$ cat src/rtl/bitwise_unit_mc.sv
// Multicycle AND/OR/XOR/NOR unit, one SLICE-bit slice per clock,
// with valid/ready handshakes on the operand and result sides.
module bitwise_unit_mc #(
    parameter int WIDTH = 32,
    parameter int SLICE = 8
) (
    input  logic             clock,
    input  logic             reset,
    input  logic             in_valid,
    output logic             in_ready,
    input  logic [1:0]       op,
    input  logic [WIDTH-1:0] value1,
    input  logic [WIDTH-1:0] value2,
    output logic             out_valid,
    input  logic             out_ready,
    output logic [WIDTH-1:0] result,
    output logic             zero
);

    localparam int NSLICE = WIDTH / SLICE;
    localparam int CW     = $clog2(NSLICE + 1);
    localparam logic [WIDTH-1:0] MASK = WIDTH'({SLICE{1'b1}});

    typedef enum logic [1:0] {
        IDLE,
        RUN,
        DONE
    } state_t;

    state_t            state;
    state_t            state_nx;
    logic [CW-1:0]     cnt;
    logic [WIDTH-1:0]  a_q;
    logic [WIDTH-1:0]  b_q;
    logic [1:0]        op_q;
    logic [WIDTH-1:0]  result_q;
    logic [31:0]       sh;
    logic [WIDTH-1:0]  a_sh;
    logic [WIDTH-1:0]  b_sh;
    logic [SLICE-1:0]  a_s;
    logic [SLICE-1:0]  b_s;
    logic [SLICE-1:0]  r_s;
    logic              last;

    assign in_ready  = (state == IDLE);
    assign out_valid = (state == DONE);
    assign result    = result_q;
    assign zero      = ~|result_q;

    assign last = (cnt == CW'(NSLICE - 1));
    assign sh   = 32'(cnt) * 32'(SLICE);
    assign a_sh = a_q >> sh;
    assign b_sh = b_q >> sh;
    assign a_s  = a_sh[SLICE-1:0];
    assign b_s  = b_sh[SLICE-1:0];

    always_comb begin
        r_s = '0;
        unique case (op_q)
            2'b00: r_s = a_s & b_s;
            2'b01: r_s = a_s | b_s;
            2'b10: r_s = a_s ^ b_s;
            2'b11: r_s = ~(a_s | b_s);
            default: r_s = '0;
        endcase
    end

    always_comb begin
        state_nx = state;
        unique case (state)
            IDLE: if (in_valid) state_nx = RUN;
            RUN:  if (last) state_nx = DONE;
            DONE: if (out_ready) state_nx = IDLE;
            default: state_nx = IDLE;
        endcase
    end

    always_ff @(posedge clock or posedge reset) begin
        if (reset) state <= IDLE;
        else       state <= state_nx;
    end

    // Counter parks at the last slice so it never wraps.
    always_ff @(posedge clock or posedge reset) begin
        if (reset) begin
            cnt      <= '0;
            a_q      <= '0;
            b_q      <= '0;
            op_q     <= '0;
            result_q <= '0;
        end else begin
            unique case (state)
                IDLE: begin
                    if (in_valid) begin
                        a_q  <= value1;
                        b_q  <= value2;
                        op_q <= op;
                        cnt  <= '0;
                    end
                end
                RUN: begin
                    result_q <= (result_q & ~(MASK << sh))
                              | (WIDTH'(r_s) << sh);
                    if (!last) cnt <= cnt + CW'(1);
                end
                default: ;
            endcase
        end
    end

endmodule

$ cat config.mk
export PLATFORM = sky130hd
export DESIGN_NAME = bitwise_unit_mc
export DESIGN_NICKNAME = d
export VERILOG_FILES = /design/src/rtl/bitwise_unit_mc.sv
export SDC_FILE = /design/constraint.sdc
export NUM_CORES = 1
export LEC_CHECK = 0
export ABC_CLOCK_PERIOD_IN_PS = 10730
export CAP_MARGIN = 5
export CORE_ASPECT_RATIO = 2
export CORE_MARGIN = 3
export CORE_UTILIZATION = 38
export CTS_CLUSTER_SIZE = 40
export DETAILED_ROUTE_END_ITERATION = 12
export PLACE_DENSITY_LB_ADDON = 0.15
export SYNTH_ARGS = -nofsm -noshare
export SYNTH_HDL_FRONTEND = slang
export SYNTH_SLANG_ARGS = --single-unit
$ cat constraint.sdc
create_clock -name clock -period 10.73 [get_ports clock]
set_input_delay 2.146 -clock clock [delete_from_list [all_inputs] [get_ports clock]]
set_output_delay 2.146 -clock clock [all_outputs]
set_load 0.005 [all_outputs]
==> reports/metrics.yaml <==
run_status: "complete, no violations"
htree_levels: 3
synth_top_cell_by_area: "dfrtp_1"
start_util_pct: 39.0
drv_cap: 0
drcViolationCount: 0
final_cells: 696
clk_pin_slew_ns: 0.07
cp.buffers_inverters: 1
worstMarginPinSlew_ns: 1.12
p_int_mw: 1.43
routedWlPerCell_um: 19.0
place.gp.congestion: 0.750
overflow: 0
crit_family: "simple AND/OR/NAND/NOR gates"
p_total_mw: 2.31
ir_drop_v: 0.0000960
cts_made_buffers: 9
seq_power_share_pct: 31.8
worstPathArrival_ns: 2.03
grt_max_degree: 65
nNetsFinal: 593
crit_path_end_kind: "primary output"
maxSlewViolCount: 0
path_cells: "nor4_1 > nand4_1 > nor2_1 > clkdlybuf4s50_1"
slew_headroom_pct: 25.0
period_share_pct: 38.9
regToRegEndpoint: "result[18]"
avgSynthCellArea_sq_um: 13.2
max_freq_mhz: 240
place_inst: 680
cellPowerDensity_nw_per_um2: 338
via_count: 3578
finClkSkew_ns: 0.00998
clockPowerShare_pct: 14.4
required_ns: 8.58
clockBufferDepth: 2
min_delay_path_depth: 1
power.leakage_nw: 2.94
dr.pass1.iters: 4
p_comb_share_pct: 53.8
crit_path_top_delay_cell: "nor4_1"
switching_share_pct: 38.1
worstPathMaxFanout: 3
initialDrtViolationCount: 127
setup_viol: 0
post_cts_resize_count: 0
cts_sinks: 103
ios: 105
cts_tree: "done"
ff2ff_path_depth: 8
reg2reg_slack_ns: 7.77
synth_seq_cells: 103
final_common_cell: "clkdlybuf4s50_1"
synth_top_area_share_pct: 47.3
synth_seq_area_share_pct: 47.3
antenna_found_initial: 0
hold_violations: 0
n_antenna_cell: 0
cts-root-buf: "clkbuf_16"
synth_top_cells_by_area: "dfrtp_1 47%, mux2_4 11%, mux2_2 8.7%"
criticalPathCategory: "reg2out"
viasPerCell: 5.14
power_switching_mw: 0.882
start_kind: "register"
antenna_left: 0
rows: 61
die_y_um: 175
clk_latency_ns: 0.35
synth_area_sq_um: 5450
worstHoldEndpoint: "a_q[17]"
finalSetupTns_ns: 0
critical-path-max-stage-delay_ns: 0.51
die_w_um: 90.7
grt_pass1_vias: 3834
layout_common_cells: "104 x clkdlybuf4s50_1, 102 x dfrtp_1, 42 x mux2_2"
rsz0062_at_grt: "false"
synth_fp_nets: 504
grtUsageTotal_pct: 17.2
timing.rr.start: "cnt[0]"
dieArea_sq_um: 15900
grt_pass1_wl_um: 20900
yosys_warnings: 0
syn_inst: 413
postCtsSetupBuffers: 0
drt-total-wl_um: 13200
synth.distinct_cells: 30
hold_path.startpoint: "a_q[17]"
port_buffers: 104
min_path_type: "reg2reg"
cts_hold_buffers: 0
hpwl_um: 10100
core_sq_um: 14000
syn_to_final_growth_pct: 25.8
finalCriticalPeriod_ns: 4.17
drive_gt1_share_pct: 21.1
## layer usage
metal | wire [um] | global-route usage (%)
met5 | 0 | 0
met4 | 328 | 6.71
met3 | 366 | 2.61
met2 | 7750 | 34.2
met1 | 4770 | 17.3
## synthesized netlist by cell type, drive strengths merged
| cell | number |
|---|---|
| dfrtp | 103 |
| mux2 | 83 |
| a211oi | 32 |
| mux2i | 25 |
| ha | 21 |
| a22o | 20 |
| buf | 20 |
| a211o | 16 |
| nor2b | 16 |
| nand2 | 11 |
| clkbuf | 10 |
| o21ai | 10 |
| nor4 | 8 |
| o2bb2ai | 8 |
| xnor2 | 8 |
| inv | 6 |
| nor2 | 4 |
| and3 | 2 |
| nand3 | 2 |
| nand4 | 2 |
| and2 | 1 |
| nand2b | 1 |
| nand3b | 1 |
| nor3b | 1 |
| o21bai | 1 |
| or3 | 1 |
## worst max-delay path by stage
| stage | start | to | slack [ns] | depth (start not counted) |
|---|---|---|---|---|
| after CTS | result[7] | zero | 6.47 | 4 |
| after global routing | result[7] | zero | 6.44 | 4 |
| final | result[7] | zero | 6.56 | 4 |
| after detailed placement | in_valid | a_q[11] | 6.53 | 4 |
| after floorplan | reset | a_q[0] | 5.88 | 1 |
| after global placement | in_valid | a_q[10] | 6.56 | 4 |
## power groups by stage
stage	logic, mW	clock network (mW)	registers [mW]
floorplan	0.942	0	0.673
global placement	1.23	0	0.736
detailed placement	1.26	0	0.744
CTS	1.27	0.344	0.739
global route	1.36	0.358	0.767
finish	1.24	0.334	0.736
## cells by family (layout without fill, tap and decap cells)
kind of cell               Yosys count  after routing  synth area share, %
adders and majority gates           21             21                 4.82
DFF                                103            103                 47.3
xor gates and xnor gates             8              8                 1.29
and+or+nand+nor                     50             50                 5.19
buffers and inverters               36            130                 4.29
AOI/OAI and AO/OA                   87             87                 12.5
muxes                              108            108                 24.6
## area by class of cell
cell class | instances | area, sq um
Fill cell | 1302 | 7110
Multi-Input combinational cell | 274 | 2640
Sequential cell | 103 | 2580
Timing Repair Buffer | 108 | 1070
Tap cell | 189 | 236
Clock buffer | 9 | 225
Clock inverter | 7 | 81.3
Inverter | 6 | 25.0
## metrics by stage
step / setup WS (ns) / instance area [sq um] / hold slack [ns] / utilization [%]
3_5_place_dp: 6.53 / 6550 / 0.488 / 46.9
3_3_place_gp: 6.56 / 6550 / 0.488 / 46.9
2_1_floorplan: 5.88 / 5450 / 0.474 / -
6_report: 6.56 / 6860 / 0.505 / 49.1
5_1_grt: 6.44 / 6860 / 0.518 / 49.1
4_1_cts: 6.47 / 6860 / 0.513 / 49.1
## state kept, by name, indices dropped and copies added (netlist names)
name	flops
op_q	2
result	32
cnt	3
b_q	32
state	2
a_q	32
Note: power is estimated with default switching activity, not from simulation.
